--- src/rtl/balanced_pipelined_adder_if.sv ---
// Operand and result bundle for balanced_pipelined_adder.
// The driver of operands uses the master modport and the adder uses the slave modport.
interface balanced_pipelined_adder_if #(
  parameter int WIDTH = 8
);
  logic             in_valid;
  logic [WIDTH-1:0] a;
  logic [WIDTH-1:0] b;
  logic             cin;
  logic             sub;
  logic             out_valid;
  logic [WIDTH-1:0] sum;
  logic             cout;
  logic             ovf;

  modport master (
    output in_valid, a, b, cin, sub,
    input  out_valid, sum, cout, ovf
  );

  modport slave (
    input  in_valid, a, b, cin, sub,
    output out_valid, sum, cout, ovf
  );
endinterface

--- src/rtl/balanced_pipelined_adder.sv ---
// Carry-pipelined WIDTH-bit adder/subtractor: one full-adder slice per stage.
// Operands are skewed in and sums de-skewed out, so every result bit leaves in the same cycle.
module balanced_pipelined_adder #(
  parameter int WIDTH = 8
) (
  input  logic                        clk,
  input  logic                        rst,
  balanced_pipelined_adder_if.slave   bus
);
  localparam int LATENCY = WIDTH;

  logic [WIDTH-1:0]   w_b_in;
  logic               w_c0;
  logic [WIDTH-1:0]   w_a_st;
  logic [WIDTH-1:0]   w_b_st;
  logic [WIDTH-1:0]   w_s;
  logic [WIDTH-1:0]   w_co;
  logic [WIDTH-1:0]   w_sum_out;
  logic [WIDTH-1:0]   r_c;
  logic [LATENCY-1:0] r_v;
  logic               r_out_valid;
  logic               r_cout;
  logic               r_ovf;

  // Subtract is folded in on entry: ~b with a forced carry-in of 1, so cin is ignored.
  assign w_b_in = bus.b ^ {WIDTH{bus.sub}};
  assign w_c0   = bus.sub | bus.cin;

  // Bit k of the slice vectors sees operand bit k and the carry registered into stage k.
  assign w_s  = w_a_st ^ w_b_st ^ r_c;
  assign w_co = (w_a_st & w_b_st) | (r_c & (w_a_st ^ w_b_st));

  for (genvar k = 0; k < WIDTH; k++) begin : g_bit
    localparam int DA = k + 1;
    localparam int DS = WIDTH - k;

    logic [DA-1:0] r_a_dly;
    logic [DA-1:0] r_b_dly;
    logic [DS-1:0] r_s_dly;

    // Operand skew: bit k is captured on entry and then delayed k more cycles.
    always_ff @(posedge clk or posedge rst) begin
      if (rst) begin
        r_a_dly <= {DA{1'b0}};
        r_b_dly <= {DA{1'b0}};
      end else begin
        r_a_dly <= (r_a_dly << 1'b1) | DA'(bus.a[k]);
        r_b_dly <= (r_b_dly << 1'b1) | DA'(w_b_in[k]);
      end
    end

    // Sum de-skew: the last register of each chain is the output register for that bit.
    always_ff @(posedge clk or posedge rst) begin
      if (rst) begin
        r_s_dly <= {DS{1'b0}};
      end else begin
        r_s_dly <= (r_s_dly << 1'b1) | DS'(w_s[k]);
      end
    end

    assign w_a_st[k]    = r_a_dly[DA-1];
    assign w_b_st[k]    = r_b_dly[DA-1];
    assign w_sum_out[k] = r_s_dly[DS-1];
  end

  // Carry pipeline: stage 0 takes the effective carry-in, stage k+1 the carry out of slice k.
  always_ff @(posedge clk or posedge rst) begin
    if (rst) begin
      r_c <= {WIDTH{1'b0}};
    end else begin
      r_c <= (w_co << 1'b1) | WIDTH'(w_c0);
    end
  end

  // Valid tracking: in_valid travels alongside the data through every stage.
  always_ff @(posedge clk or posedge rst) begin
    if (rst) begin
      r_v <= {LATENCY{1'b0}};
    end else begin
      r_v <= (r_v << 1'b1) | LATENCY'(bus.in_valid);
    end
  end

  // Output register for valid and flags; ovf compares the carries into and out of the MSB.
  always_ff @(posedge clk or posedge rst) begin
    if (rst) begin
      r_out_valid <= 1'b0;
      r_cout      <= 1'b0;
      r_ovf       <= 1'b0;
    end else begin
      r_out_valid <= r_v[LATENCY-1];
      r_cout      <= w_co[WIDTH-1];
      r_ovf       <= w_co[WIDTH-1] ^ r_c[WIDTH-1];
    end
  end

  assign bus.out_valid = r_out_valid;
  assign bus.sum       = w_sum_out;
  assign bus.cout      = r_cout;
  assign bus.ovf       = r_ovf;
endmodule
--- src/flat_wrapper.sv ---
// flat-port wrapper written by rule: the top's interface ports become plain ports
module balanced_pipelined_adder_flat 
#(
  parameter int WIDTH = 8
)
  (clk, rst, bus_in_valid, bus_a, bus_b, bus_cin, bus_sub, bus_out_valid, bus_sum, bus_cout, bus_ovf);
  balanced_pipelined_adder_if #(.WIDTH(WIDTH)) bus_i ();
  input  logic clk;
  input  logic rst;
  input wire logic [$bits(bus_i.in_valid)-1:0] bus_in_valid;
  input wire logic [$bits(bus_i.a)-1:0] bus_a;
  input wire logic [$bits(bus_i.b)-1:0] bus_b;
  input wire logic [$bits(bus_i.cin)-1:0] bus_cin;
  input wire logic [$bits(bus_i.sub)-1:0] bus_sub;
  output wire logic [$bits(bus_i.out_valid)-1:0] bus_out_valid;
  output wire logic [$bits(bus_i.sum)-1:0] bus_sum;
  output wire logic [$bits(bus_i.cout)-1:0] bus_cout;
  output wire logic [$bits(bus_i.ovf)-1:0] bus_ovf;
  assign bus_i.in_valid = bus_in_valid;
  assign bus_i.a = bus_a;
  assign bus_i.b = bus_b;
  assign bus_i.cin = bus_cin;
  assign bus_i.sub = bus_sub;
  assign bus_out_valid = bus_i.out_valid;
  assign bus_sum = bus_i.sum;
  assign bus_cout = bus_i.cout;
  assign bus_ovf = bus_i.ovf;
  balanced_pipelined_adder #(.WIDTH(WIDTH)) u_core (.clk(clk), .rst(rst), .bus(bus_i));
endmodule
--- config.mk ---
export PLATFORM = sky130hd
export DESIGN_NAME = balanced_pipelined_adder_flat
export DESIGN_NICKNAME = d
export VERILOG_FILES = /design/src/rtl/balanced_pipelined_adder_if.sv /design/src/rtl/balanced_pipelined_adder.sv /design/src/flat_wrapper.sv
export SDC_FILE = /design/constraint.sdc
export NUM_CORES = 1
export LEC_CHECK = 0
export BUFFER_PORTS_ARGS = -buffer_cell sky130_fd_sc_hd__buf_2
export CORE_ASPECT_RATIO = 1.1
export CORE_MARGIN = 1
export CORE_UTILIZATION = 51
export CTS_CLUSTER_SIZE = 24
export DETAILED_ROUTE_END_ITERATION = 8
export PLACE_DENSITY = 0.76
export SLEW_MARGIN = 10
export SYNTH_ARGS = -nofsm -noshare
export SYNTH_HDL_FRONTEND = slang
export SYNTH_SLANG_ARGS = --single-unit
export TNS_END_PERCENT = 100
--- constraint.sdc ---
create_clock -name clk -period 3.3 [get_ports clk]
set_input_delay 0.165 -clock clk [delete_from_list [all_inputs] [get_ports clk]]
set_output_delay 0.165 -clock clk [all_outputs]
set_load 0.05 [all_outputs]
* Word-level counts from Yosys, hierarchy flattened
Cells that the tools add are included.
** Word-level totals
- Bits in registers :: 127
- Output and inout bits :: 11
- Word-level logic and storage cells :: 60
** Operators by class
- Bitwise logic cells :: 31
** Operators by type and width (count)
- 8-bit by 1-bit OR with 8-bit output :: 5
- 8-bit bitwise XOR :: 3
- 7-bit by 1-bit OR with 7-bit output :: 3
- 6-bit by 1-bit OR with 6-bit output :: 3
- 8-bit bitwise AND :: 2
- 5-bit by 1-bit OR with 5-bit output :: 3
- 4-bit by 1-bit OR with 4-bit output :: 3
- 3-bit by 1-bit OR with 3-bit output :: 3
- 8-bit OR :: 1
- 2-bit by 1-bit OR with 2-bit output :: 3
- 1-bit OR :: 1
- 1-bit bitwise XOR :: 1

* Longest topological paths before layout
Gate-level depths: netlist (run 1).
- Depth in word-level cells :: 4
- Gate-level depth with buffers :: 2
- Gate-level depth less buffers :: 2

* Least setup slack after synthesis (run 1)
Ideal clock, no wire load.
- Path kind :: register -> register
- Start :: register u_core.g_bit[7].r_b_dly[7]
- End :: register u_core.r_ovf (netlist: u_core.bus.ovf)
- Setup time :: 0.124 ns
- Arrival :: 0.964 ns
- Required time :: 3.176 ns
- Setup slack :: 2.212 ns
- Cell stages (with the launch flop) :: 3
- Path buffers :: 0
- Period minus slack after synthesis :: 1.088 ns
- Cell sequence :: dfrtp_1 > fa_1 > xor2_1
** Between the ends
- Longest elaborated chain between the ends :: 4
- Elaborated cells between the ends (all ways) :: 5
- Those cells by class :: bitwise: 5
** Ends and longest elaborated chain
- start: declaration :: line balanced_pipelined_adder.sv:38 : logic [DA-1:0] r_b_dly;
- start signal: assignment :: line balanced_pipelined_adder.sv:45 : r_b_dly <= {DA{1'b0}};
- start signal: assignment :: line balanced_pipelined_adder.sv:48 : r_b_dly <= (r_b_dly << 1'b1) | DA'(w_b_in[k]);
- 8-bit bitwise XOR :: line balanced_pipelined_adder.sv:31 : assign w_co = (w_a_st & w_b_st) | (r_c & (w_a_st ^ w_b_st));
- 8-bit bitwise AND :: line balanced_pipelined_adder.sv:31
- 8-bit OR * :: line balanced_pipelined_adder.sv:31
- via u_core.w_co[7] :: line balanced_pipelined_adder.sv:17 : logic [WIDTH-1:0] w_co;
- 1-bit bitwise XOR * :: line balanced_pipelined_adder.sv:93 : r_ovf <= w_co[WIDTH-1] ^ r_c[WIDTH-1];
- end signal: assignment :: line balanced_pipelined_adder.sv:93
- end: declaration :: line balanced_pipelined_adder.sv:23 : logic r_ovf;
Mark *: on every way through the listed nets, which the timed path passes. The rest lies on a longest branch.

* Worst setup path after layout (run 1)
- Start :: register u_core.g_bit[7].r_s_dly
- End :: output bus_sum[7]
** RTL lines
- start: declaration :: line balanced_pipelined_adder.sv:39 : logic [DS-1:0] r_s_dly;
- start signal: assignment :: line balanced_pipelined_adder.sv:55 : r_s_dly <= {DS{1'b0}};
- start signal: assignment :: line balanced_pipelined_adder.sv:57 : r_s_dly <= (r_s_dly << 1'b1) | DS'(w_s[k]);
- end: declaration :: line flat_wrapper.sv:16 : output wire logic [$bits(bus_i.sum)-1:0] bus_sum;
No word-level cell between the ends.

==> metrics.md, run 1 <==
| Metric | Value |
|---|---|
| Psw | `841 uW` |
| Fin Clk Skew | `6.89 ps` |
| Startpoint types | `register` |
| Clk buf depth | `2` |
| Net Sw Frac | `22.3%` |
| Synthesis-stage register bit count | `127` |
| Row Count | `31` |
| Dpl hpwl | `just under 2 mm` |
| Most numerous cell in the Yosys netlist | `dfrtp_1` |
| Filler Cell Count | `approximately 430` |
| Buffers on Ports | `31` |
| Crit Path Category | `register to output port` |
| Final Cycle Share | `a little under two fifths` |
| Die width | `a little over 80 um` |
| Ys Warns | `0` |
| Number of global-route vias before repair | `approximately 1500` |
| Nets@finish | `about 250` |
| Core Util, Final | `between 60% and 70%` |
| DR vias/cell | `roughly 4.3` |
| CP Capture Type | `output port` |
| Max VDD drop | `~0.46 mV` |
| Type of the worst min-delay path | `primary input to register` |
| Gpl congestion | `0.629` |
| TritonCTS clock tree | `done` |
| # diodes | `0` |
| DRC | `0` |
| Max_slew headroom | `between 60% and 70%` |
| Post-CTS sizing | `0` |
| Grt total ovfl | `0` |
| Synth top area share | `90.8%` |
| RSZ-0062 raised after global routing | `no` |
| Clk_lat worst skew | `500 ps` |
| Starting Density | `53.1%` |
| Final hold vios | `0` |
| ANT nets after route | `0` |
| Min Hold Slack | `a little over 30 ps` |
| Commonest register cell after synthesis | `dfrtp_1` |
| Final number of setup-violating endpoints | `0` |
| Inst Count DP | `260` |
| Antenna violations before repair | `0` |
| Yosys cell types | `7` |
| Largest net degree at the start of global routing | `76` |
| Final Routed Wirelength | `4.25 mm` |
| Register share of total power | `48.6%` |
| I/O pin cnt | `32` |
| Initial drt markers | `43` |
| H-Tree Level Count | `4` |
| Wire length per cell | `around 14 um` |
| First-pass GRT wire length | `about 7 mm` |
| FFs w/ async S/R, synth | `100%` |
| Pwr Density | `about 840 nW/um2` |
| Sequential fraction of the synthesis area | `between 90% and 100%` |
| Slowest stage cell, crit path | `dfrtp_1` |
| Layout area overhead | `27.8%` |
| Crit path largest cell delay | `approximately 320 ps` |
| Status | `completed` |
| Max-Cap Viols | `0` |
| Drt pass-1 iters | `4` |
| Crit path arrival time | `around 1100 ps` |
| Area leader, netlist | `dfrtp_1` |
| Crit path max fanout | `1` |
| GRT Total Usage | `roughly 15%` |
| Die Height | `between 80 and 90 um` |
| Crit path time final | `1230 ps` |
| CTS buffer count | `17` |
| Synth top cells by count | `dfrtp_1 (127), xor2_1 (9), buf_4 (8), fa_1 (8)` |
| Fmax | `0.810 GHz` |
| Syn_nets | `184` |
| Post-synth EDFFs | `0` |
| Core ar. | `6590 um2` |
| Req. time, crit path | `between 3000 and 4000 ps` |
| Leakage power | `2.07 nW` |
| Main area contributors after synthesis | `dfrtp_1 (91%), fa_1 (4.6%), xor2_1 (2.3%), buf_4 (1.7%), buf_6 (0.32%)` |
| Avg Inst Size Synth | `between 20 and 25 um2` |
| TNS Setup | `0 ps` |
| Post-Syn Area | `3500 um2` |
| Die area | `roughly 7000 um2` |
| Worst path bufs/invs | `1` |
| Critical path, cell by cell | `buf_2` |
| Final Max Tran Viols | `0` |
| Layout cell share with drive strength beyond 1 | `a little over a quarter` |
| Vias | `between 1000 and 1500` |
| Final Instance Count excl. Fillers | `between 300 and 400` |
| Comb pwr share | `just under 7%` |
| Delay-heaviest family, CP | `flip-flops` |
| CTS Sinks | `between 100 and 150` |
| Clock root cell | `clkbuf_8` |
| Clock transition at path regs | `50 ps` |
| Cells after synthesis | `~160` |
| Worst Tran Pin Value | `477 ps` |
| Internal power | `a little under 3 mW` |
| Clk network pwr share | `around 45%` |
-- state kept, by name (all words and copies together), names as in the netlist --
register / cells
u_core.bus.cout: 1
u_core.bus.out_valid: 1
u_core.bus.ovf: 1
u_core.g_bit.r_a_dly: 36
u_core.g_bit.r_b_dly: 36
u_core.g_bit.r_s_dly: 36
u_core.r_c: 8
u_core.r_v: 8
-- layout by cell type (no fill, tap or decap), drive strengths merged --
cell type      n
dfrtp        127
buf           33
clkbuf        26
dlygate4sd3   19
xor2           9
fa             8
clkinv         5
or2            1
clkinvlp       1
bufinv         1
-- kinds of logic (layout without fill, tap and decap cells) --
group                    count (synthesis)  in the layout  synth area share (%)
flip-flops                             127            127                  90.8
buffers and inverters                   10             85                  2.15
AND/OR/NAND/NOR                          1              1                 0.179
XOR/XNOR                                 9              9                  2.25
adder cells (fa/ha/maj)                  8              8                  4.58
-- layer usage --
layer / part of all wire [%] / up-vias / track usage, %
li1: - / 593 / -
met1: 36 / 697 / 15.3
met2: 57 / 44 / 25.1
met3: 4.4 / 8 / 7.53
met4: 2.3 / 0 / 9.74
met5: 0 / - / 0
-- through the flow --
stage | setup WS [ps] | cell area [um2] | power, mW
final | 2070 | 4470 | 3.77
after global placement | 1990 | 3710 | 2.07
after global routing | 1990 | 4470 | 3.94
after CTS | 1920 | 4450 | 3.83
after detailed placement | 1930 | 3710 | 2.10
after floorplan | 1570 | 3500 | 2.05
-- worst paths after layout --
kind	from	end	slack, ps	depth (start not counted)
min in group asynchronous	rst	u_core.g_bit[6].r_s_dly[1]	240	3
worst max register to register	u_core.g_bit[7].r_b_dly[7]	u_core.bus.ovf	2190	2
worst min-delay path	bus_sub	u_core.g_bit[1].r_b_dly[0]	30	2
max in group asynchronous	rst	u_core.g_bit[3].r_s_dly[2]	2370	4
worst max-delay path	u_core.g_bit[7].r_s_dly	bus_sum[7]	2070	1
worst min register to register	u_core.g_bit[4].r_a_dly[1]	u_core.g_bit[4].r_a_dly[2]	340	0
-- what timing repair did --
action,in CTS,in global routing
hold endpoints to repair,70,0
hold buffers,19,0
buffers inserted,0,0
-- power by group through the flow --
stage | sequential [mW] | clock [mW] | combinational (mW)
finish | 1.83 | 1.68 | 0.257
global placement | 1.84 | 0 | 0.232
floorplan | 1.86 | 0 | 0.194
global route | 1.86 | 1.80 | 0.283
detailed placement | 1.86 | 0 | 0.241
CTS | 1.84 | 1.73 | 0.260
-- cell type report --
type | instances | area (um2) | area share, %
sequential | 127 | 3180 | 71.1
timing repair buffer | 52 | 385 | 8.62
tap | 82 | 103 | 2.29
multi-input combinational | 18 | 245 | 5.48
clock buffer | 26 | 498 | 11.1
inverter | 1 | 7.51 | 0.168
clock inverter | 6 | 55.1 | 1.23
Power figures use the tool's default switching activity.
==> inputs of run 2 (changes only) <==
==> constraint.sdc (replaced) <==
create_clock -name clk -period 1.05 [get_ports clk]
set_input_delay 0.0525 -clock clk [delete_from_list [all_inputs] [get_ports clk]]
set_output_delay 0.0525 -clock clk [all_outputs]
set_load 0.05 [all_outputs]
==> run 2 against run 1 <==
Against the previous run:
- the flow now finishes with violations (setup timing)
- highest routed layer unchanged
- final cell count grew 3.2%
- critical path depth is the same
- global-route usage grew 0.83 points
- worst hold slack gained 160 ps
- count of clock-buffer cells in the layout shrank 4
- combinational power grew to 3.9 times the previous value
- register-to-register slack lost 2200 ps
- clock power grew to 3.7 times the previous value
- worst setup slack lost 2100 ps
- via count grew 4.8%
- non-clock buffer count grew 10
- critical endpoint is now bus_ovf
==> metrics.md, run 2 (synthesis results as in run 1) <==
| Metric | Value |
|---|---|
| Status | `finished with violations (was completed)` |
| Violated checks | `setup timing` |
| Post-route setup slack | `-32.9 ps (was 2070 ps)` |
| Biggest regs | `u_core.g_bit.r_a_dly x36, u_core.g_bit.r_b_dly x36, u_core.g_bit.r_s_dly x36 (unchanged)` |
| Core ar. | `6590 um2 (unchanged)` |
| Antenna violations before repair | `0 (unchanged)` |
| Final Max Tran Viols | `0 (unchanged)` |
| Max VDD drop | `1.84 mV (was 0.456 mV)` |
| Crit path arrival time | `1030 ps (was 1070 ps)` |
| Max_slew headroom | `75.9% (was 68.1%)` |
| Clock transition at path regs | `60 ps (was 50 ps)` |
| Commonest non-fill, non-tap cells in the layout | `dfrtp_1 (127), dlygate4sd3_1 (28), buf_2 (20) (was dfrtp_1 (127), buf_2 (31), dlygate4sd3_1 (19))` |
| Fin Clk Skew | `12.6 ps (was 6.89 ps)` |
| DR vias/cell | `4.37 (was 4.30)` |
| # diodes | `0 (unchanged)` |
| Layout area overhead | `35.4% (was 27.8%)` |
| Min-Delay Endpoint | `u_core.g_bit[7].r_a_dly[0] (was u_core.g_bit[1].r_b_dly[0])` |
| Hold depth | `2 (unchanged)` |
| Overall power | `13.0 mW (was 3.77 mW)` |
| Largest net degree at the start of global routing | `75 (was 76)` |
| ANT nets after route | `0 (unchanged)` |
| DP Worst Slack | `-29.7 ps (was 1930 ps)` |
| Worst Tran Pin Value | `362 ps (was 477 ps)` |
| FF-to-FF path depth | `2 (unchanged)` |
| Worst Hold Launch | `bus_a[7] (was bus_sub)` |
| Wire length per cell | `14.1 um (was 13.6 um)` |
| Area after DPL | `3730 um2 (was 3710 um2)` |
| Core Util, Final | `71.8% (was 67.8%)` |
| Die width | `81.0 um (unchanged)` |
| Type of the worst min-delay path | `primary input to register (unchanged)` |
| Layout cell share with drive strength beyond 1 | `27.5% (was 27.0%)` |
| Starting Density | `53.1% (unchanged)` |
| Nets@finish | `256 (was 246)` |
| Vias | `1407 (was 1342)` |
| Filler Cell Count | `393 (was 433)` |
| Die area | `7190 um2 (unchanged)` |
| TritonCTS clock tree | `done (unchanged)` |
| Clock root cell | `clkbuf_8 (unchanged)` |
| Final number of setup-violating endpoints | `14 (was 0)` |
| R2R setup slack | `-20 ps (was 2190 ps)` |
| Critical path, cell by cell | `buf_6 (was buf_2)` |
| I/O pin cnt | `32 (unchanged)` |
| Worst flop-to-flop path endpoint | `u_core.bus.ovf (unchanged)` |
| Startpoint types | `register (unchanged)` |
| Row Count | `31 (unchanged)` |
| Final Cycle Share | `103%` |
| Clk buf depth | `2 (unchanged)` |
| Final hold vios | `0 (unchanged)` |
| Die Height | `88.9 um (unchanged)` |
| RR Startpoint | `u_core.g_bit[7].r_b_dly[7] (unchanged)` |
| Pwr Density | `2740 nW/um2 (was 843 nW/um2)` |
| Drt pass-1 iters | `6 (was 4)` |
| Fmax | `just over 0.9 GHz` |
| Crit path time final | `between 1000 and 1500 ps` |
| Slowest stage cell, crit path | `dfrtp_1 (unchanged)` |
| Worst path bufs/invs | `1 (unchanged)` |
| Max-Cap Viols | `0 (unchanged)` |
| Number of global-route vias before repair | `1595 (was 1483)` |
| Grt total ovfl | `0 (unchanged)` |
| CTS buffer count | `17 (unchanged)` |
| Commonest non-fill, non-tap cell in the layout | `dfrtp_1 (unchanged)` |
| Inst Count DP | `261 (was 260)` |
| GRT Total Usage | `16.1% (was 15.2%)` |
| First-pass GRT wire length | `7.42 mm (was 7.03 mm)` |
| Final Instance Count excl. Fillers | `322 (was 312)` |
| RSZ-0062 raised after global routing | `yes (was no)` |
| Clk_lat worst skew | `510 ps (was 500 ps)` |
| H-Tree Level Count | `4 (unchanged)` |
| Buffers on Ports | `31 (unchanged)` |
| CP Capture Type | `output port (unchanged)` |
| Gpl congestion | `0.615 (was 0.629)` |
| Crit path max fanout | `1 (unchanged)` |
| Min Hold Slack | `189 ps (was 31.1 ps)` |
| TNS Setup | `-268 ps (was 0 ps)` |
| Design Area, Final | `4740 um2 (was 4470 um2)` |
| Crit Path Category | `register to output port (unchanged)` |
| Crit path largest cell delay | `370 ps (was 320 ps)` |
| Delay-heaviest family, CP | `flip-flops (unchanged)` |
| Initial drt markers | `34 (was 43)` |
| Final Routed Wirelength | `4.54 mm (was 4.25 mm)` |
| Req. time, crit path | `1000 ps (was 3130 ps)` |
| DRC | `0 (unchanged)` |
| Leakage power | `2.18 nW (was 2.07 nW)` |
| CTS Sinks | `127 (unchanged)` |
## run 2: final cells by class
class,count,area [um2],area share [%]
Sequential cell,127,3180,67.1
Clock inverter,10,183,3.86
Clock buffer,22,463,9.77
Tap cell,82,103,2.17
Timing Repair Buffer,62,556,11.7
Multi-Input combinational cell,18,248,5.23
Inverter,1,7.51,0.158
## run 2: where the power goes
part / leakage (nW) / total (mW) / switching (mW) / internal [mW]
sequential: 1.48 / 5.79 / 0.234 / 5.55
combinational: 0.382 / 1.01 / 0.607 / 0.406
clock: 0.319 / 6.19 / 1.92 / 4.28
## run 2: worst reg2reg max path, stage by stage, from the launching register on
cell,delay [ps]
dfrtp_1,390
fa_2,420
xor2_1,150
## run 2: how the worst max path moves through the flow
stage,cells past startpoint,start,endpoint,slack (ps)
finish,1,u_core.bus.ovf,bus_ovf,-30
global route,1,u_core.bus.cout,bus_cout,-90
CTS,1,u_core.bus.ovf,bus_ovf,-60
detailed placement,2,u_core.g_bit[7].r_b_dly[7],u_core.bus.ovf,-30
global placement,2,u_core.g_bit[7].r_b_dly[7],u_core.bus.ovf,9
floorplan,1,rst,u_core.bus.cout,-570
## run 2: routing by layer
metal	share of wire [%]	GRT usage [%]	up-vias
met2	58	27.4	42
met4	1.1	7.79	0
met3	3.8	8.97	5
met1	37	15.5	744
met5	0	0	-
li1	-	-	616
## run 2: timing repair
item                                    4_1_cts  5_1_grt
gates resized for setup                      22        1
endpoints found under the setup margin       12       14
setup buffers                                 1        0
hold buffers                                 28        1
hold endpoints to repair                    145        1
pin swaps                                     2        1
